--- config.mk ---
export PLATFORM = sky130hd
export DESIGN_NAME = bkram_sd_ctrl
export DESIGN_NICKNAME = d
export VERILOG_FILES = /design/src/rtl/bkram_pkg.sv /design/src/rtl/bkram_edge.sv /design/src/rtl/bkram_sd_ctrl.sv
export SDC_FILE = /design/constraint.sdc
export NUM_CORES = 1
export LEC_CHECK = 0
export CAP_MARGIN = 20
export CORE_UTILIZATION = 25
export CTS_CLUSTER_SIZE = 25
export DETAILED_ROUTE_END_ITERATION = 8
export GPL_ROUTABILITY_DRIVEN = 0
export PLACE_DENSITY = 0.67
export RECOVER_POWER = 50
export SYNTH_ARGS = -nofsm -noshare
export SYNTH_HDL_FRONTEND = slang
export SYNTH_SLANG_ARGS = --single-unit
--- constraint.sdc ---
create_clock -name clk_sys -period 1.7 [get_ports clk_sys]
set_input_delay 0.17 -clock clk_sys [delete_from_list [all_inputs] [get_ports clk_sys]]
set_output_delay 0.17 -clock clk_sys [all_outputs]
set_load 0.05 [all_outputs]
--- src/rtl/bkram_pkg.sv ---
// rtl/bkram_pkg.sv - shared FSM type, format header and LBA helper for the backup-RAM controller
package bkram_pkg;

  typedef enum logic [1:0] {
    ST_IDLE,
    ST_XFER_REQ,
    ST_XFER_WAIT,
    ST_FORMAT
  } bk_state_t;

  localparam int BK_HDR_LEN = 4;
  localparam logic [15:0] BK_HDR [BK_HDR_LEN] = '{16'h5548, 16'h4D42, 16'h8800, 16'h8010};
  localparam int BK_WORDS_PER_SECT = 256;

  function automatic logic [31:0] bk_lba(input logic [31:0] slot, input logic [31:0] sector,
                                         input logic [31:0] sectors);
    return slot * sectors + sector;
  endfunction

endpackage

--- src/rtl/bkram_edge.sv ---
// rtl/bkram_edge.sv - registered rising/falling edge detector for a bundle of level inputs
module bkram_edge #(
  parameter int W = 1
) (
  input  logic         clk_sys,
  input  logic         reset_n,
  input  logic [W-1:0] d_i,
  output logic [W-1:0] rise_o,
  output logic [W-1:0] fall_o
);

  logic [W-1:0] d_q;

  always_ff @(posedge clk_sys) begin
    if (!reset_n) d_q <= '0;
    else          d_q <= d_i;
  end

  assign rise_o = d_i & ~d_q;
  assign fall_o = ~d_i & d_q;

endmodule

--- src/rtl/bkram_sd_ctrl.sv ---
// rtl/bkram_sd_ctrl.sv - backup-RAM save/load/format controller between save RAM port B and hps_io SD
// Define BKRAM_AUTOSAVE_EN for dirty tracking and OSD-triggered autosave.
module bkram_sd_ctrl
  import bkram_pkg::*;
#(
  parameter int SECTORS   = 16,
  parameter int SLOTS     = 1,
  parameter int FMT_WORDS = 4,
  parameter int FMT_CLEAR = 0,
  localparam int SLOT_W   = (SLOTS > 1) ? $clog2(SLOTS) : 1,
  localparam int RA_W     = $clog2(SECTORS) + 8
) (
  input  logic              clk_sys,
  input  logic              reset_n,
  input  logic              img_mounted,
  input  logic              img_readonly,
  input  logic              img_size_nz,
  input  logic              downloading,
  input  logic              load_req,
  input  logic              save_req,
  input  logic              format_req,
  input  logic              autosave_en,
  input  logic              osd_open,
  input  logic              core_wr,
  input  logic [SLOT_W-1:0] slot,
  output logic [31:0]       sd_lba,
  output logic              sd_rd,
  output logic              sd_wr,
  input  logic              sd_ack,
  input  logic [7:0]        sd_buff_addr,
  input  logic [15:0]       sd_buff_dout,
  input  logic              sd_buff_wr,
  output logic [15:0]       sd_buff_din,
  output logic [RA_W-1:0]   ram_addr,
  output logic [15:0]       ram_din,
  output logic              ram_we,
  input  logic [15:0]       ram_q,
  output logic              bk_ena,
  output logic              bk_loading,
  output logic              bk_busy,
  output logic              bk_pending
);

  localparam int SECT_W   = (SECTORS > 1) ? $clog2(SECTORS) : 1;
  localparam int FMT_LAST = (FMT_CLEAR != 0) ? SECTORS * BK_WORDS_PER_SECT - 1 : FMT_WORDS - 1;

  bk_state_t           state_q, state_d;
  logic [SLOT_W-1:0]   slot_q;
  logic                load_q;
  logic [SECT_W-1:0]   sector_q;
  logic [RA_W-1:0]     word_q;
  logic                bk_ena_q;
  logic                pending;
  logic                start_xfer, start_load;
  logic                autosave_trig;

  logic [4:0] rise_v, fall_v;
  logic       load_rise, save_rise, format_rise, ack_rise, ack_fall, dl_rise, dl_fall;
  logic       unused_req_fall;

  bkram_edge #(.W(5)) u_edge (
    .clk_sys (clk_sys),
    .reset_n (reset_n),
    .d_i     ({downloading, sd_ack, format_req, save_req, load_req}),
    .rise_o  (rise_v),
    .fall_o  (fall_v)
  );

  assign load_rise       = rise_v[0];
  assign save_rise       = rise_v[1];
  assign format_rise     = rise_v[2];
  assign ack_rise        = rise_v[3];
  assign ack_fall        = fall_v[3];
  assign dl_rise         = rise_v[4];
  assign dl_fall         = fall_v[4];
  assign unused_req_fall = ^fall_v[2:0];

  logic last_sector, last_word, xfer_done, fmt_done;
  assign last_sector = (sector_q == SECT_W'(SECTORS - 1));
  assign last_word   = (word_q == RA_W'(FMT_LAST));
  assign xfer_done   = (state_q == ST_XFER_WAIT) && ack_fall && last_sector;
  assign fmt_done    = (state_q == ST_FORMAT) && last_word;

  always_ff @(posedge clk_sys) begin
    if (!reset_n) state_q <= ST_IDLE;
    else          state_q <= state_d;
  end

  // Requests arriving outside IDLE fall through every branch and are lost.
  always_comb begin
    state_d    = state_q;
    start_xfer = 1'b0;
    start_load = 1'b0;
    case (state_q)
      ST_IDLE: begin
        if (bk_ena_q && ((dl_fall && img_size_nz) || load_rise)) begin
          state_d    = ST_XFER_REQ;
          start_xfer = 1'b1;
          start_load = 1'b1;
        end else if (bk_ena_q && (save_rise || autosave_trig)) begin
          state_d    = ST_XFER_REQ;
          start_xfer = 1'b1;
        end else if (format_rise) begin
          state_d = ST_FORMAT;
        end
      end
      ST_XFER_REQ:  if (ack_rise) state_d = ST_XFER_WAIT;
      ST_XFER_WAIT: if (ack_fall) state_d = last_sector ? ST_IDLE : ST_XFER_REQ;
      ST_FORMAT:    if (fmt_done) state_d = ST_IDLE;
      default:      state_d = ST_IDLE;
    endcase
  end

  always_comb begin
    sd_lba      = '0;
    sd_rd       = 1'b0;
    sd_wr       = 1'b0;
    sd_buff_din = '0;
    ram_addr    = '0;
    ram_din     = '0;
    ram_we      = 1'b0;
    bk_loading  = 1'b0;
    bk_busy     = (state_q != ST_IDLE);
    case (state_q)
      ST_XFER_REQ, ST_XFER_WAIT: begin
        sd_lba      = bk_lba(32'(slot_q), 32'(sector_q), 32'(SECTORS));
        sd_rd       = (state_q == ST_XFER_REQ) && load_q;
        sd_wr       = (state_q == ST_XFER_REQ) && !load_q;
        sd_buff_din = ram_q;
        ram_addr    = RA_W'({sector_q, sd_buff_addr});
        ram_din     = sd_buff_dout;
        ram_we      = sd_buff_wr & sd_ack & load_q;
        bk_loading  = load_q;
      end
      ST_FORMAT: begin
        ram_addr = word_q;
        ram_din  = (word_q < RA_W'(FMT_WORDS)) ? BK_HDR[word_q[1:0]] : 16'h0000;
        ram_we   = 1'b1;
      end
      default: ;
    endcase
  end

  always_ff @(posedge clk_sys) begin
    if (!reset_n) begin
      slot_q   <= '0;
      load_q   <= 1'b0;
      sector_q <= '0;
      word_q   <= '0;
    end else begin
      if (start_xfer) begin
        slot_q   <= slot;
        load_q   <= start_load;
        sector_q <= '0;
      end else if ((state_q == ST_XFER_WAIT) && ack_fall && !last_sector) begin
        sector_q <= sector_q + 1'b1;
      end
      if (state_q == ST_FORMAT) word_q <= word_q + 1'b1;
      else                      word_q <= '0;
    end
  end

  // A mount during the download wins over the download-start clear in the same cycle.
  always_ff @(posedge clk_sys) begin
    if (!reset_n)                                        bk_ena_q <= 1'b0;
    else if (downloading && img_mounted && !img_readonly) bk_ena_q <= 1'b1;
    else if (dl_rise)                                     bk_ena_q <= 1'b0;
  end

`ifdef BKRAM_AUTOSAVE_EN
  logic pending_q;

  always_ff @(posedge clk_sys) begin
    if (!reset_n)                                      pending_q <= 1'b0;
    else if (xfer_done && !load_q)                     pending_q <= 1'b0;
    else if ((core_wr && bk_ena_q && !osd_open) || fmt_done) pending_q <= 1'b1;
  end

  assign pending       = pending_q;
  assign autosave_trig = pending_q & osd_open & autosave_en;
`else
  logic unused_autosave;

  assign pending         = 1'b0;
  assign autosave_trig   = 1'b0;
  assign unused_autosave = ^{autosave_en, osd_open, core_wr, xfer_done};
`endif

  assign bk_ena     = bk_ena_q;
  assign bk_pending = pending;

endmodule

# Word level (Yosys, flattened, before mapping)
# Cells that the tools add are included.
dict set report totals {
  out_inout_bits 83
  reg_bits 26
}
dict set report classes {
  add_sub_neg 3
  magnitude_cmp 2
  mux 27
  n_eq_ne 9
  bitwise_logic 8
  reduce_logical 21
}
# cell count
set op_table {}
lappend op_table {{2-to-1 mux 16 bit} 4}
lappend op_table {{binary-select mux 16 bit (select 2 bit)} 1}
lappend op_table {{one-hot mux 16 bit (2 select lines)} 1}
lappend op_table {{one-hot mux 12 bit (2 select lines)} 1}
lappend op_table {{adder 12 x 1 -> 12 bit (second input constant)} 1}
lappend op_table {{== test 12 x 2 -> 1 bit (second input constant)} 1}
lappend op_table {{less-than comparator 12 x 3 -> 1 bit (second input constant)} 1}
lappend op_table {{2-to-1 mux 2 bit} 6}
lappend op_table {{2-to-1 mux 1 bit} 11}
lappend op_table {{bitwise AND 5 bit} 2}
lappend op_table {{logical AND 1 bit} 10}
lappend op_table {{NOT 5 bit} 2}
lappend op_table {{one-hot mux 2 bit (4 select lines)} 1}
lappend op_table {{adder 5 x 4 -> 6 bit} 1}
lappend op_table {{2-to-1 mux 6 bit} 1}
lappend op_table {{inequality test 2 bit (second input constant)} 3}
lappend op_table {{adder 4 x 1 -> 4 bit (second input constant)} 1}
lappend op_table {{== test 2 bit (second input constant)} 2}
lappend op_table {{== test 4 bit (second input constant)} 1}
lappend op_table {{inequality test 4 bit (second input constant)} 1}
lappend op_table {{AND reduction 4 bit} 1}
lappend op_table {{nonzero test 2 bit} 2}
lappend op_table {{OR reduction 2 bit} 2}
lappend op_table {{>= comparator 3 bit (second input constant)} 1}
lappend op_table {{other kinds (9)} 12}

# Logic depth before layout (Yosys ltp)
dict set report depth {
  ltp_word 8
  mapped_depth 6
}

# Hierarchy
# A second synthesis with hierarchy kept.
dict set report unflattened {
  hier_cells 235
  hier_area_um2 1903.1
}
# module instances seq_area_each_um2 area_per_inst_um2 cells_per_inst
set modules_own_cells {}
lappend modules_own_cells {bkram_sd_ctrl 1 420.4 1709.1 215}
lappend modules_own_cells {bkram_edge 1 100.1 193.9 20}

# Worst setup path before layout
# Ideal clock, no wire load.
dict set report synth_path {
  path_kind {register to output}
  from {reg state_q[0]}
  to {out ram_addr[0]}
  required_time_ns 1.530
  path_slack_ns -0.572
  path_stages_with_launch 5
  arrival_ns 2.102
  cell_sequence {dfxtp_1 inv_1 ha_1 or2b_2 o21ai_0}
}
dict set report synth_between {
  elab_chain_len 3
  elab_cells_between_ends 5
  cone_classes {eq/ne (3); mux (1); reduce/logical (1)}
}
# item line
set synth_lines {}
lappend synth_lines {{from (decl)} bkram_sd_ctrl.sv:47} ;# bk_state_t state_q, state_d;
lappend synth_lines {{from (signal assigned)} bkram_sd_ctrl.sv:86} ;# else state_q <= state_d;
lappend synth_lines {{== test 2 bit or == test 2 x 1 -> 1 bit (tied branches)} bkram_sd_ctrl.sv:124} ;# case (state_q)
lappend synth_lines {{OR reduction 2 bit} bkram_sd_ctrl.sv:124}
lappend synth_lines {{one-hot mux 12 bit (2 select lines) *} bkram_sd_ctrl.sv:124}
lappend synth_lines {{to (decl)} bkram_sd_ctrl.sv:34} ;# output logic [RA_W-1:0] ram_addr,
# Every way passes the cells marked *; elsewhere a longest branch is shown, timed or not.

# Worst setup path after layout
dict set report layout_path {
  from {reg state_q[0]}
  to {out ram_din[12]}
}
dict set report layout_between {
  elab_chain_len 3
  elab_cells_between_ends 5
  cone_classes {eq/ne (3); mux (1); reduce/logical (1)}
}
# item line
set layout_lines {}
lappend layout_lines {{== test 2 bit or == test 2 x 1 -> 1 bit (tied branches)} bkram_sd_ctrl.sv:124}
lappend layout_lines {{OR reduction 2 bit} bkram_sd_ctrl.sv:124}
lappend layout_lines {{one-hot mux 16 bit (2 select lines) *} bkram_sd_ctrl.sv:124}
lappend layout_lines {{to (decl)} bkram_sd_ctrl.sv:35} ;# output logic [15:0] ram_din,
# Marks and branches as above.

==> flow_summary.rst <==
.. list-table::
   :header-rows: 1

   * - Metric
     - Value
   * - Result of the run
     - finished, violations left
   * - Violations in the final reports
     - negative setup slack
   * - Setup repair after global routing missed its margin
     - yes
   * - Global-route wire length before repair
     - 10.9 mm
   * - Synthesis Warnings
     - 0
   * - Buffers added on ports
     - 106
   * - Number of unique standard cell types used by synthesis
     - 44
   * - Via count of the first global-routing pass
     - 2079
   * - WL final
     - 6.72 mm
   * - Effective utilization at floorplan
     - 0.263
   * - Cell taking the most area after synthesis
     - sky130_fd_sc_hd__dfxtp_1
   * - Setup crit end kind
     - output pin
   * - Clock network fraction of design power
     - 0.063
   * - Number of max-slew violations in the final report
     - 0
   * - Buffers from clock root to sink, at most
     - 2
   * - Clock latency reported for the late side of the worst-skew pair
     - 0.27 ns
   * - Register clock-pin slew on the reported worst setup and hold paths
     - 0.09 ns
   * - Cell internal pwr
     - 3560 uW
   * - Iteration-0 DRC Markers
     - 78
   * - FILL cells
     - 602
   * - Number of antenna diodes
     - 0
   * - Worst vdd rail ir drop
     - 630 uV
   * - Gr ovfl total
     - 0
   * - Total CTS buffers
     - 3
   * - Die Wd
     - 90.0 um
   * - Via Count
     - 2130
   * - Worst min-delay path class
     - in -> reg
   * - Post-layout min period
     - 2.11 ns
   * - Worst Setup Slack, final
     - -0.406 ns
   * - H-tree depth
     - 1
   * - Cell Area, Synth
     - 1940 um2
   * - Routed length per instance
     - 14.1 um
   * - Core box area
     - 7370 um2
   * - Critical path start-end classification
     - reg -> out
   * - Number of placement rows
     - 31
   * - HPWL after DPL
     - 4.89 mm
   * - Dominant cells by area after synthesis
     - sky130_fd_sc_hd__dfxtp_1 27%, sky130_fd_sc_hd__buf_4 12%, sky130_fd_sc_hd__and2_1 11%
   * - Clock Skews
     - 0.00250 ns
   * - Max-capacitance violation count
     - 0
   * - Drt first pass iters
     - 4
   * - Kind of launch point of the worst setup path
     - flip-flop
   * - P per Cell Area
     - 1520 nW/um2
   * - Number of nets in the layout
     - 442
   * - Post-route DRC violation count
     - 0
   * - Sinks on Clock Net
     - 26
   * - Avg Inst Size Synth
     - 8.20 um2
   * - Number of enable-type register cells in the synthesized netlist
     - 0
   * - Antenna violations before repair
     - 0
   * - Switching portion of total power
     - 0.447
   * - Most common library cell in the layout ignoring fill and taps
     - sky130_fd_sc_hd__buf_12
   * - Sequential share of power
     - 0.106
   * - Synthesized netlist cell count
     - 236
   * - I/O Pins
     - 138
   * - Crit path arrival time
     - 1.94 ns
   * - Highest clock rate
     - 475 MHz
   * - Leakage power
     - 0.00180 uW
   * - DIE AREA
     - 8100 um2
   * - Share of the clock period used by the worst path
     - 1.24
   * - Final sum of negative setup slack
     - -8.85 ns
   * - Proportion of synthesized chip area in sequential cells
     - 0.269
   * - Combinational share of power
     - 0.832
   * - Pin count of the biggest net entering global routing
     - 23
   * - Area share of the largest cell type after synthesis
     - 0.269
   * - Final standard cell utilization of the core
     - 0.575
   * - Peak fanout along the critical path
     - 4
   * - Area overhead of the layout relative to synthesis
     - 119%
   * - Required time at the worst-slack endpoint
     - 1.53 ns
   * - Share of post-route cells with drive strength above 1
     - 0.452
   * - Commonest non-fill, non-tap cells in the layout
     - 56 x sky130_fd_sc_hd__buf_12, 51 x sky130_fd_sc_hd__clkdlybuf4s50_1, 28 x sky130_fd_sc_hd__and2_4, 28 x sky130_fd_sc_hd__conb_1, 28 x sky130_fd_sc_hd__buf_4
   * - Die Y
     - 90.0 um
   * - Switching power
     - 2880 uW
   * - Number of vias per cell after detailed routing
     - 4.47
   * - Endpoints failing setup
     - 31
   * - Async set-reset flop share out of synthesis
     - 0
   * - Synth Register Bits
     - 26
   * - Gr usage total
     - 0.165
   * - Primary FF master, synth
     - sky130_fd_sc_hd__dfxtp_1
   * - Cell at the root of the clock tree
     - sky130_fd_sc_hd__clkbuf_8
   * - Hold violation count in the final report
     - 0
   * - TritonCTS clock tree
     - done
   * - Post-route ant nets
     - 0
## cell type report
class | count | area (um2) | area share
repair buffers | 149 | 2010 | 0.474
multi-input cells | 191 | 1490 | 0.352
flip-flops and latches | 26 | 527 | 0.124
well taps | 99 | 124 | 0.0293
clock buffers | 4 | 55.1 | 0.0130
inverters | 8 | 30.0 | 0.00709
## worst paths after layout
check / startpoint / endpoint / slack (ns) / cells past startpoint
max: state_q[0]$_SDFFE_PN0P_ / ram_din[12] / -0.41 / 8
max reg2reg: word_q[2]$_SDFF_PN0_ / state_q[0]$_SDFFE_PN0P_ / -0.11 / 6
min reg2reg: slot_q$_SDFFE_PN0P_ / slot_q$_SDFFE_PN0P_ / 0.53 / 2
min: format_req / u_edge.d_q[2]$_SDFF_PN0_ / 0.47 / 2
## metal layers
metal | up-vias | wire length [um] | track usage
met4 | 0 | 51 | 0.0269
met5 | - | 0 | 0
li1 | 1033 | - | -
met1 | 998 | 2650 | 0.197
met2 | 91 | 3630 | 0.309
met3 | 8 | 391 | 0.0296
## through the flow
stage / total power [uW] / std cells / area (um2) / hold WS (ns) / setup slack (ns)
5_1_grt: 6680 / 477 / 4230 / 0.487 / -0.510
3_3_place_gp: 5150 / 461 / 3840 / 0.472 / -0.129
4_1_cts: 6300 / 475 / 4180 / 0.469 / -0.425
3_5_place_dp: 5190 / 461 / 3840 / 0.509 / -0.169
6_report: 6450 / 477 / 4230 / 0.475 / -0.406
2_1_floorplan: 3070 / 263 / 2120 / 0.292 / -0.144
## sequential cells by signal, indices dropped and copies added (netlist names)
name        flops
bk_ena          1
load_q          1
sector_q        4
slot_q          1
state_q         2
u_edge.d_q      5
word_q         12
## cell usage after synthesis (5+ instances only)
master	instances
sky130_fd_sc_hd__ha_1	8
sky130_fd_sc_hd__dfxtp_1	26
sky130_fd_sc_hd__buf_4	31
sky130_fd_sc_hd__a21oi_1	5
sky130_fd_sc_hd__inv_1	8
sky130_fd_sc_hd__nand3_1	7
sky130_fd_sc_hd__and2_1	35
sky130_fd_sc_hd__xnor2_1	6
sky130_fd_sc_hd__nand2_1	14
sky130_fd_sc_hd__o21ai_0	9
sky130_fd_sc_hd__clkbuf_1	7
sky130_fd_sc_hd__nor2_1	12
sky130_fd_sc_hd__nor2b_1	6
sky130_fd_sc_hd__a22o_2	5
sky130_fd_sc_hd__a22o_1	9
## power by group through the flow
stage	Combinational (uW)	Sequential, uW	Clock, uW
6_report	5360	681	404
5_1_grt	5550	686	446
4_1_cts	5200	677	419
3_5_place_dp	4510	684	0
3_3_place_gp	4470	682	0
2_1_floorplan	2390	680	0
## critical path: stages (launching register included)
cell	delay (ns)
sky130_fd_sc_hd__dfxtp_2	0.37
sky130_fd_sc_hd__inv_2	0.07
sky130_fd_sc_hd__ha_4	0.16
sky130_fd_sc_hd__or2b_4	0.26
sky130_fd_sc_hd__nor4_4	0.32
sky130_fd_sc_hd__buf_4	0.21
sky130_fd_sc_hd__nand2_4	0.07
sky130_fd_sc_hd__nand2_4	0.07
sky130_fd_sc_hd__buf_12	0.13
## timing repair
| item | CTS | global route |
|---|---|---|
| setup endpoints to repair | 53 | 55 |
| cloned | 3 | 0 |
| pin swaps | 19 | 6 |
| gates resized for setup | 32 | 30 |
| hold buffers | 0 | 0 |
| buffers inserted | 7 | 2 |
## cell families after synthesis
family | synth area share
adders and majority gates | 0.0517
and+or+nand+nor | 0.303
buffers and inverters | 0.149
other | 0.00194
xor gates and xnor gates | 0.0407
muxes | 0.00517
AOI/OAI and AO/OA | 0.179
DFF | 0.269
Note: power is estimated with default switching activity, not from simulation.
